--- src/rtl/csa_resolver.sv ---
// Resolves one carry-save (sum, carry) row pair to binary using a
// multi-cycle chunked carry-propagate adder, CHUNK_W bits per cycle.
module csa_resolver #(
    parameter int DATA_W  = 15,
    parameter int CHUNK_W = 4
) (
    input  logic              clk,
    input  logic              rst,
    input  logic              i_valid,
    output logic              o_ready,
    input  logic [DATA_W-1:0] i_sum,
    input  logic [DATA_W-1:0] i_carry,
    output logic              o_valid,
    input  logic              i_ready,
    output logic [DATA_W:0]   o_data,
    output logic              o_busy
);

    localparam int NCHUNK = (DATA_W + CHUNK_W - 1) / CHUNK_W;
    localparam int PW     = NCHUNK * CHUNK_W;
    localparam int CW     = (NCHUNK > 1) ? $clog2(NCHUNK) : 1;

    typedef enum logic [1:0] {
        S_IDLE,
        S_ADD,
        S_DONE
    } state_t;

    state_t        state;
    logic [CW-1:0] cnt;
    logic          carry;
    logic [PW-1:0] a_q;
    logic [PW-1:0] b_q;
    logic [PW:0]   res_q;
    logic [CHUNK_W:0] chunk_sum;
    logic          last;

    assign chunk_sum = {1'b0, a_q[cnt*CHUNK_W +: CHUNK_W]}
                     + {1'b0, b_q[cnt*CHUNK_W +: CHUNK_W]}
                     + {{CHUNK_W{1'b0}}, carry};
    assign last = (cnt == CW'(NCHUNK - 1));

    // Top bit is the padded chunk's result bit, or the final carry when
    // the rows fill the padded width exactly.
    assign o_data = res_q[DATA_W:0];

    generate
        if (PW > DATA_W) begin : g_pad
            logic unused_pad;
            assign unused_pad = ^res_q[PW:DATA_W+1];
        end
    endgenerate

    always_ff @(posedge clk or posedge rst) begin
        if (rst) begin
            state   <= S_IDLE;
            cnt     <= '0;
            carry   <= 1'b0;
            a_q     <= '0;
            b_q     <= '0;
            res_q   <= '0;
            o_ready <= 1'b0;
            o_valid <= 1'b0;
            o_busy  <= 1'b0;
        end else begin
            unique case (state)
                S_IDLE: begin
                    o_ready <= 1'b1;
                    if (o_ready && i_valid) begin
                        a_q     <= PW'(i_sum);
                        b_q     <= PW'(i_carry);
                        cnt     <= '0;
                        carry   <= 1'b0;
                        o_ready <= 1'b0;
                        o_busy  <= 1'b1;
                        state   <= S_ADD;
                    end
                end
                S_ADD: begin
                    res_q[cnt*CHUNK_W +: CHUNK_W] <= chunk_sum[CHUNK_W-1:0];
                    carry <= chunk_sum[CHUNK_W];
                    cnt   <= cnt + 1'b1;
                    if (last) begin
                        res_q[PW] <= chunk_sum[CHUNK_W];
                        o_valid   <= 1'b1;
                        state     <= S_DONE;
                    end
                end
                S_DONE: begin
                    if (i_ready) begin
                        o_valid <= 1'b0;
                        o_busy  <= 1'b0;
                        o_ready <= 1'b1;
                        state   <= S_IDLE;
                    end
                end
                default: begin
                    state <= S_IDLE;
                end
            endcase
        end
    end

endmodule

--- config.mk ---
export PLATFORM = sky130hd
export DESIGN_NAME = csa_resolver
export DESIGN_NICKNAME = d
export VERILOG_FILES = /design/src/rtl/csa_resolver.sv
export SDC_FILE = /design/constraint.sdc
export NUM_CORES = 1
export LEC_CHECK = 0
export ABC_AREA = 1
export BUFFER_PORTS_ARGS = -buffer_cell sky130_fd_sc_hd__buf_2
export CAP_MARGIN = 20
export CORE_MARGIN = 1.5
export CORE_UTILIZATION = 45
export CTS_BUF_LIST = sky130_fd_sc_hd__clkbuf_8
export DETAILED_ROUTE_END_ITERATION = 10
export MAX_ROUTING_LAYER = met4
export PLACE_DENSITY = 0.72
export SLEW_MARGIN = 20
export SYNTH_ARGS = -nofsm -noshare
export SYNTH_HDL_FRONTEND = slang
export SYNTH_SLANG_ARGS = --single-unit
--- constraint.sdc ---
create_clock -name clk -period 3.1 [get_ports clk]
set_input_delay 0.465 -clock clk [delete_from_list [all_inputs] [get_ports clk]]
set_output_delay 0.465 -clock clk [all_outputs]
set_load 0.005 [all_outputs]
==> results of run 1 <==
[final cells by class]
| type | instances | area (sq um) | share of cell area |
|---|---|---|---|
| multi-input cells | 156 | 1124 | 0.3682 |
| repair buffers | 54 | 287.8 | 0.09430 |
| inverters | 23 | 86.33 | 0.02829 |
| clock buffers | 6 | 82.58 | 0.02706 |
| flip-flops and latches | 54 | 1351 | 0.4428 |
| well taps | 72 | 90.09 | 0.02952 |
| clock inverters | 1 | 30.03 | 0.009840 |
[worst register-to-register path, stage by stage (launching register included)]
cell and delay [ns]:
dfrtp_1 0.37, clkinv_1 0.43, o21ai_0 0.32, o22ai_1 0.13
fa_1 0.45, fa_1 0.42, xnor2_1 0.15, nor2_1 0.14
nand2_1 0.09, o21ai_0 0.17
[where the power goes]
group	total (uW)	internal (uW)	switching (uW)	leakage, uW
combinational	1740	784	953	0.000846
clock	476	259	217	0.0000573
sequential	1240	1020	215	0.000664
total	3450	2070	1390	0.00157
[path summary, 6_finish.rpt]
check | to | slack [ns] | depth (start not counted) | startpoint
max | res_q[14]$_DFFE_PP0P_ | 0.34 | 9 | cnt[0]$_DFFE_PP0P_
min | res_q[1]$_DFFE_PP0P_ | 0.23 | 2 | rst
max reg2reg | res_q[14]$_DFFE_PP0P_ | 0.34 | 9 | cnt[0]$_DFFE_PP0P_
min reg2reg | o_busy$_DFFE_PP0P_ | 0.47 | 2 | o_busy$_DFFE_PP0P_
max in group asynchronous | b_q[5]$_DFFE_PP0P_ | 2.32 | 3 | rst
min in group clk | state[1]$_DFFE_PP0P_ | 0.36 | 2 | i_ready
[metrics by stage]
step / power (uW) / hold slack (ns) / utilization / worst slack [ns]
final: 3450 / 0.2295 / 0.5475 / 0.3422
after global routing: 3781 / 0.2774 / 0.5475 / 0.05260
after CTS: 3476 / 0.2486 / 0.5475 / 0.3802
after detailed placement: 2994 / 0.4610 / 0.5273 / 0.3873
after global placement: 2932 / 0.4562 / 0.5237 / 0.5404
after floorplan: 2559 / 0.4654 / - / 0.6780
[layout by cell type, fill, tap and decap left out, types with 5 or more instances in the layout]
master / instances
o21ai_0: 30
nand4_1: 5
o22ai_1: 7
nor2_1: 19
clkbuf_8: 6
nand2_1: 32
dfrtp_1: 54
buf_2: 52
inv_1: 19
mux2_4: 21
ha_1: 9
mux2_2: 7
nand3_1: 8
[flip-flops by register name, summed over array words and instances, names as in the netlist]
signal / flops
res_q: 16
a_q: 15
b_q: 15
cnt: 2
state: 2
carry: 1
o_busy: 1
o_ready: 1
o_valid: 1
[layer usage]
| layer | up-vias | part of all wire | global-route usage | wire [um] |
|---|---|---|---|---|
| li1 | 919 | - | - | - |
| met1 | 903 | 0.48 | 0.2522 | 2466 |
| met2 | 49 | 0.47 | 0.2846 | 2400 |
| met3 | 4 | 0.040 | 0.04138 | 204 |
| met4 | 0 | 0.0059 | 0.04561 | 30 |
| met5 | - | 0 | - | 0 |
[cell families (layout without fill, tap and decap cells)]
family | count (synthesis) | count (layout) | synth area share
mux | 28 | 28 | 0.1504
simple gates | 68 | 68 | 0.1179
compound gates | 48 | 48 | 0.09880
buf+inv | 31 | 84 | 0.05584
fa+ha+maj | 11 | 11 | 0.05824
xor+xnor | 1 | 1 | 0.003342
flops | 54 | 54 | 0.5155
==> key figures, run 1 <==
Synth
  – Post-synth top cells: 54 x dfrtp_1, 32 x nand2_1, 30 x o21ai_0
  – Post-synthesis average cell area: 10.88 sq um
  – Top-count cell post-synth: dfrtp_1
  – Count of cell types in the netlist: 23
  – Ys flop type: dfrtp_1
  – Synth top area share: 0.5155
  – EDFF count, synth: 0
  – Synth Warn #: 0
  – Post-synth ARST share: 1.000
  – Cell area after synthesis: 0.002621 sq mm
  – FF+latch count, synth: 54
  – Sequential share of the synthesized area: 0.5155
  – Post-Syn Nets: 286
  – Yosys top cell by area: dfrtp_1
  – Synth area leaders: dfrtp_1 52%, mux2_4 12%, o21ai_0 5.7%
  – Cell count after synthesis: 241

Route
  – Via count: 1,875
  – DR iter-0 viols: 125
  – Drt wl/cell: 13.94 um
  – Drc violations: 0
  – Antenna Violating Nets Remaining: 0
  – Vias per inst: 5.123
  – WL final: 5.102 mm
  – DRT Pass-1 Iters: 4

Setup path
  – Setup crit end kind: flip-flop
  – Worst Path Buf+Inv: 1
  – Crit Path Max Fanout: 21
  – Critical-path cell list: clkinv_1 -> o21ai_0 -> o22ai_1 -> fa_1 -> fa_1 -> xnor2_1 -> nor2_1 -> nand2_1 -> o21ai_0
  – Top delay family on crit path: adder cells
  – Worst Path Required: 3.32 ns
  – Crit start category: flip-flop
  – Critical Path AT: 2.98 ns
  – Largest stage delay, worst path: 0.45 ns
  – Worst Setup Path Type: flip-flop to flip-flop
  – Worst path slowest cell: fa_1

STA
  – Slew Limit Fails: 0
  – Slew HR: 0.5886
  – F_max: 362.6 MHz
  – Period Utilization, post-route: 0.8896
  – RSZ-0062 raised after global routing: no
  – Worst Tran Pin Value: 0.6162 ns
  – Final Skew: 0.006041 ns
  – Setup violators final: 0
  – Final Hold Vio Count: 0
  – Setup TNS: 0 ns
  – Fin crit period: 2.758 ns

Global routing
  – Total gr overflow: 0
  – Antenna violations before repair: 0
  – Total track usage: 0.1856
  – First-pass GRT wire length: 8.838 mm
  – Vias in the first global route: 1,839
  – Largest net degree at the start of global routing: 38

Floorplanning
  – Num rows: 27
  – Die width: 79.32 um
  – I/O pins: 53
  – Initial Utilization: 0.4703
  – Die height: 79.32 um
  – Core area: 0.005574 sq mm
  – Die area: 0.006292 sq mm

Cells and area
  – Non-Filler Instances: 366
  – Share of cells above drive strength 1: 0.3231
  – Final cell area excluding filler cells: 0.003052 sq mm
  – Final Net Count: 339
  – # fillers: 512
  – Area grow syn2layout: 16.42%
  – N_diodes: 0

CTS
  – CTS tree: done
  – Max clock buf depth: 2
  – CTS H-tree lvls: 2
  – CTS clk-pin slew, worst paths: 0.09 ns
  – Hold_buf cts: 0
  – CTS Buf Count: 5
  – CTS resizes: 0
  – Clk root buf: clkbuf_8
  – # Post-CTS Setup Buffers: 0
  – Clock Latency Late Sink: 0.30 ns
  – Clock tree sinks: 54

Run
  – Max_cap viols: 0

Pwr
  – Leakage: 0.001567 uW
  – VDD IR max: 487.5 uV
  – Pwr Density: 1131 mW/mm^2

Outcome
  – Status: complete, no violations

Placed design
  – Placer congestion estimate: 0.8725
  – IO Port Bufs: 52
  – DP HPWL: 3.858 mm
  – Placed cell areas: 0.002939 sq mm
  – # placed instances: 359

Worst hold path
  – Hold WC Path Type: primary input to asynchronous set/reset pin
(Power assumes the default switching activity.)
==> run 2, diff against run 1 <==
--- a/config.mk
+++ b/config.mk
@@ -9,11 +9,11 @@
 export BUFFER_PORTS_ARGS = -buffer_cell sky130_fd_sc_hd__buf_2
 export CAP_MARGIN = 20
 export CORE_MARGIN = 1.5
-export CORE_UTILIZATION = 45
+export CORE_UTILIZATION = 57
 export CTS_BUF_LIST = sky130_fd_sc_hd__clkbuf_8
 export DETAILED_ROUTE_END_ITERATION = 10
 export MAX_ROUTING_LAYER = met4
-export PLACE_DENSITY = 0.72
+export PLACE_DENSITY = 0.87
 export SLEW_MARGIN = 20
 export SYNTH_ARGS = -nofsm -noshare
 export SYNTH_HDL_FRONTEND = slang
==> run 2 against run 1 <==
  * Clock-buffer cell count shrank 1
  * Via count shrank 0.21%
  * Final area shrank 1.3%
  * Clock skew grew 0.0051 ns
  * Total power is essentially flat
  * Utilization grew 14 points
  * Non-clock buffer count is the same
  * Setup slack gained 0.097 ns
  * Critical path type unchanged
  * Largest cell class unchanged
  * Highest routed layer unchanged
==> key figures, run 2 (synthesized netlist as in run 1, its figures left out) <==
Outcome
  – Status: complete, no violations

STA
  – Slew Limit Fails: 0
  – Fin crit period: 2.661 ns
  – Slew HR: 0.4012
  – Worst Tran Pin Value: 0.8972 ns
  – Setup WS post-layout: 0.4394 ns
  – Period Utilization, post-route: 0.8582
  – Final Skew: 0.01113 ns
  – Setup violators final: 0
  – Final Hold Vio Count: 0
  – RSZ-0062 raised after global routing: no
  – F_max: 375.9 MHz
  – Setup TNS: 0 ns

Global routing
  – Total gr overflow: 0
  – Total track usage: 0.2201
  – First-pass GRT wire length: 8.493 mm
  – Vias in the first global route: 1,828
  – Antenna violations before repair: 0
  – Largest net degree at the start of global routing: 55

Floorplanning
  – Core area: 0.004384 sq mm
  – Num rows: 24
  – Initial Utilization: 0.5979
  – Die area: 0.005015 sq mm
  – I/O pins: 53
  – Die width: 70.82 um
  – Die height: 70.82 um

Pwr
  – Clock Power Share: 0.134
  – Flop pwr share: 0.358
  – Comb pwr share: 0.507
  – Net Sw Power: 1400 uW
  – Internal power: 2051 uW
  – Net Sw Frac: 0.4056
  – Pwr Density: 1145 mW/mm^2
  – VDD IR max: 602.9 uV
  – Leakage: 0.001560 uW

Run
  – Max_cap viols: 0

Route
  – Drt wl/cell: 14.35 um
  – DRT Pass-1 Iters: 4
  – Drc violations: 0
  – Via count: 1,871
  – Antenna Violating Nets Remaining: 0
  – Vias per inst: 5.392
  – WL final: 4.980 mm
  – DR iter-0 viols: 123

Cells and area
  – Share of cells above drive strength 1: 0.3220
  – Max FFs per register: 16
  – N_diodes: 0
  – Largest registers: res_q (16), a_q (15), b_q (15)
  – Sequential Area: 0.001351 sq mm
  – Multi-input gate area: 0.001124 sq mm
  – Area grow syn2layout: 14.94%
  – Non-Filler Instances: 347
  – Final Net Count: 339
  – Final core utilization: 0.6872
  – Most common cell after layout, fill and taps aside: dfrtp_1
  – Largest Register: res_q
  – # fillers: 339
  – Commonest non-fill, non-tap cells in the layout: 54 x dfrtp_1, 52 x buf_2, 32 x nand2_1

CTS
  – Clk root buf: clkbuf_8
  – CTS tree: done
  – CTS H-tree lvls: 2
  – CTS clk-pin slew, worst paths: 0.10 ns
  – CTS Buf Count: 5
  – CTS resizes: 0
  – Max clock buf depth: 2
  – Clock Latency Late Sink: 0.31 ns
  – # Post-CTS Setup Buffers: 0
  – Clock tree sinks: 54
  – Hold_buf cts: 0

Worst hold path
  – Hold WC Path Type: primary input to asynchronous set/reset pin

Placed design
  – Post-place setup slack: 0.4819 ns
  – Placer congestion estimate: 0.8713
  – IO Port Bufs: 52
  – # placed instances: 339
  – DP HPWL: 3.762 mm

Setup path
  – Crit start category: flip-flop
  – Worst Path Required: 3.33 ns
  – Critical Path AT: 2.89 ns
  – Setup crit end kind: flip-flop
  – Worst Setup Path Type: flip-flop to flip-flop
  – Crit Path Max Fanout: 12
[run 2: area by class of cell]
class | count | area share
tap | 52 | 0.02159
inverter | 23 | 0.02907
sequential | 54 | 0.4485
clock buffer | 5 | 0.02284
timing repair buffer | 54 | 0.09136
multi-input combinational | 156 | 0.3729
clock inverter | 3 | 0.01370
[run 2: power by group through the flow]
stage | sequential (uW) | combinational (uW) | clock [uW]
after floorplan | 1180 | 1380 | 0
after global placement | 1240 | 1670 | 0
after detailed placement | 1250 | 1740 | 0
after CTS | 1240 | 1750 | 470
after global routing | 1270 | 1970 | 501
final | 1240 | 1750 | 463
[run 2: path summary, 6_finish.rpt]
check | start | end | slack [ns] | depth (start not counted)
max in group asynchronous | rst | a_q[12]$_DFFE_PP0P_ | 2.25 | 2
hold reg to reg | o_busy$_DFFE_PP0P_ | o_busy$_DFFE_PP0P_ | 0.48 | 2
setup / recovery | cnt[1]$_DFFE_PP0P_ | res_q[14]$_DFFE_PP0P_ | 0.44 | 9
min in group clk | i_ready | state[1]$_DFFE_PP0P_ | 0.35 | 2
hold / removal | rst | res_q[8]$_DFFE_PP0P_ | 0.31 | 2
setup reg to reg | cnt[1]$_DFFE_PP0P_ | res_q[14]$_DFFE_PP0P_ | 0.44 | 9
[run 2: worst max-delay path, cell delays in order, from the launching register on]
cell	delay, ns
dfrtp_1	0.54
clkinv_1	0.35
o21ai_0	0.16
o22ai_1	0.11
fa_1	0.45
fa_1	0.42
xnor2_1	0.16
nor2_1	0.14
nand2_1	0.09
o21ai_0	0.15
[run 2: per-layer routing]
metal,up-vias,part of all wire,GRT usage
met2,65,0.49,0.3593
li1,920,-,-
met4,0,0.011,0.06289
met3,6,0.053,0.03989
met1,880,0.45,0.2844
met5,-,0,-
[run 2: metrics by stage]
| step | instance area (sq um) | power [uW] | hold slack [ns] |
|---|---|---|---|
| 6_report | 3013 | 3451 | 0.3127 |
| 5_1_grt | 3013 | 3740 | 0.3571 |
| 4_1_cts | 3012 | 3460 | 0.3490 |
| 3_5_place_dp | 2902 | 2994 | 0.4611 |
| 3_3_place_gp | 2902 | 2908 | 0.4545 |
| 2_1_floorplan | 2621 | 2559 | 0.4654 |
==> run 3, diff against run 2 <==
--- a/config.mk
+++ b/config.mk
@@ -13,7 +13,7 @@
 export CTS_BUF_LIST = sky130_fd_sc_hd__clkbuf_8
 export DETAILED_ROUTE_END_ITERATION = 10
 export MAX_ROUTING_LAYER = met4
-export PLACE_DENSITY = 0.87
+export PLACE_DENSITY = 0.88
 export SLEW_MARGIN = 20
 export SYNTH_ARGS = -nofsm -noshare
 export SYNTH_HDL_FRONTEND = slang
==> run 3 against run 2 <==
  * Die area did not move
  * Clock skew fell by 0.0072 ns
  * Clock-buffer cell count did not move
  * Maximum frequency fell by 3.8%
  * Utilization fell by 0.94 points
  * Critical path depth did not move
  * Critical path type unchanged
==> key figures, run 3 (synthesized netlist as in run 1, its figures left out) <==
CTS
  – Max clock buf depth: 2
  – Hold_buf cts: 0
  – CTS clk-pin slew, worst paths: 0.09 ns
  – CTS resizes: 0
  – Clk root buf: clkbuf_8
  – CTS Buf Count: 5
  – Clock tree sinks: 54
  – CTS tree: done
  – # Post-CTS Setup Buffers: 0
  – Clock Latency Late Sink: 0.31 ns
  – CTS H-tree lvls: 2

Placed design
  – IO Port Bufs: 52
  – Placer congestion estimate: 0.8502
  – DP HPWL: 3.955 mm
  – Placed cell areas: 0.002894 sq mm
  – # placed instances: 338

Pwr
  – Pwr Density: 1139 mW/mm^2
  – Leakage: 0.001547 uW
  – VDD IR max: 580.8 uV

Outcome
  – Status: complete, no violations

Setup path
  – Largest stage delay, worst path: 0.56 ns
  – Setup crit end kind: flip-flop
  – R2r startpoint: cnt[1]$_DFFE_PP0P_
  – Worst path slowest cell: dfrtp_1
  – Worst Path Required: 3.33 ns
  – Worst Path Buf+Inv: 1
  – Critical Path AT: 2.99 ns
  – Critical-path cell list: clkinv_1 -> o21ai_0 -> o22ai_1 -> fa_1 -> fa_1 -> xnor2_1 -> nor2_1 -> nand2_1 -> o21ai_0
  – Crit start category: flip-flop
  – Top delay family on crit path: adder cells
  – Crit Path Max Fanout: 12
  – Origin of the worst setup path: cnt[1]$_DFFE_PP0P_
  – Worst Setup Path Type: flip-flop to flip-flop

STA
  – F_max: 361.8 MHz
  – Slew HR: 0.4039
  – RSZ-0062 raised after global routing: no
  – Worst Tran Pin Value: 0.8931 ns
  – Final Skew: 0.003923 ns
  – Setup violators final: 0
  – Slew Limit Fails: 0
  – Final Hold Vio Count: 0
  – Hold slack final: 0.3049 ns
  – Fin crit period: 2.764 ns
  – Period Utilization, post-route: 0.8917
  – Setup TNS: 0 ns

Floorplanning
  – Num rows: 24
  – Die height: 70.82 um
  – I/O pins: 53
  – Die area: 0.005015 sq mm
  – Die width: 70.82 um
  – Initial Utilization: 0.5979
  – Core area: 0.004384 sq mm

Run
  – Max_cap viols: 0

Route
  – Via count: 1,879
  – WL final: 5.239 mm
  – DRT Pass-1 Iters: 4
  – DR iter-0 viols: 139
  – Vias per inst: 5.446
  – Drc violations: 0
  – Drt wl/cell: 15.19 um
  – Antenna Violating Nets Remaining: 0

Global routing
  – First-pass GRT wire length: 8.928 mm
  – Total gr overflow: 0
  – Met1 Use GR: 0.2890
  – Total track usage: 0.2370
  – M3 GR Usage: 0.04986
  – Largest net degree at the start of global routing: 55
  – Layer with the highest usage: met2
  – Antenna violations before repair: 0
  – Vias in the first global route: 1,945
  – GR Util met2: 0.3832

Cells and area
  – Share of cells above drive strength 1: 0.3140
  – Non-Filler Instances: 345
  – Final cell area excluding filler cells: 0.002972 sq mm
  – Area grow syn2layout: 13.37%
  – Most common cell after layout, fill and taps aside: dfrtp_1
  – Largest Register: res_q
  – Largest registers: res_q (16), a_q (15), b_q (15)
  – # fillers: 368
  – Commonest non-fill, non-tap cells in the layout: 54 x dfrtp_1, 52 x buf_2, 32 x nand2_1
  – Final Net Count: 338
  – N_diodes: 0
  – Max FFs per register: 16

Worst hold path
  – Hold WC Path Type: primary input to asynchronous set/reset pin
-- run 3: cell types whose count changed in the layout (fill, tap and decap cells not counted) --
cell	change
buf_4	-1
bufinv_16	-1
clkinvlp_4	-1
inv_1	+1
-- run 3: layout make-up --
| type | instances | area (sq um) | area share |
|---|---|---|---|
| Clock buffer | 5 | 68.82 | 0.02316 |
| Clock inverter | 2 | 7.507 | 0.002526 |
| Inverter | 23 | 87.58 | 0.02947 |
| Multi-Input combinational cell | 156 | 1124 | 0.3781 |
| Sequential cell | 54 | 1351 | 0.4547 |
| Tap cell | 52 | 65.06 | 0.02189 |
| Timing Repair Buffer | 53 | 267.8 | 0.09011 |
-- run 3: per-stage QoR --
step	power (uW)	util	worst slack (ns)
after global placement	2915	0.6601	0.5585
final	3385	0.6778	0.3357
after CTS	3390	0.6775	0.3523
after floorplan	2559	-	0.6780
after global routing	3686	0.6778	0.04799
after detailed placement	3028	0.6601	0.3445
-- run 3: where the power goes --
group / leakage (uW) / switching, uW / internal, uW
combinational: 0.000836 / 992 / 786
clock: 0.0000466 / 214 / 149
sequential: 0.000664 / 221 / 1020
total: 0.00155 / 1430 / 1960
-- run 3: path summary, 6_finish.rpt --
check                                         to  slack (ns)  cells after the start
max in group asynchronous     a_q[5]$_DFFE_PP0P_        2.27                      2
setup / recovery           res_q[14]$_DFFE_PP0P_        0.34                      9
setup reg to reg           res_q[14]$_DFFE_PP0P_        0.34                      9
hold / removal              state[1]$_DFFE_PP0P_        0.30                      2
min in group clk            state[1]$_DFFE_PP0P_        0.34                      2
hold reg to reg               o_busy$_DFFE_PP0P_        0.47                      2
-- run 3: layer usage --
layer  share of wire  up-vias
li1                -      914
met1            0.43      892
met2            0.49       59
met3           0.052       14
met4           0.027        0
met5               0        -
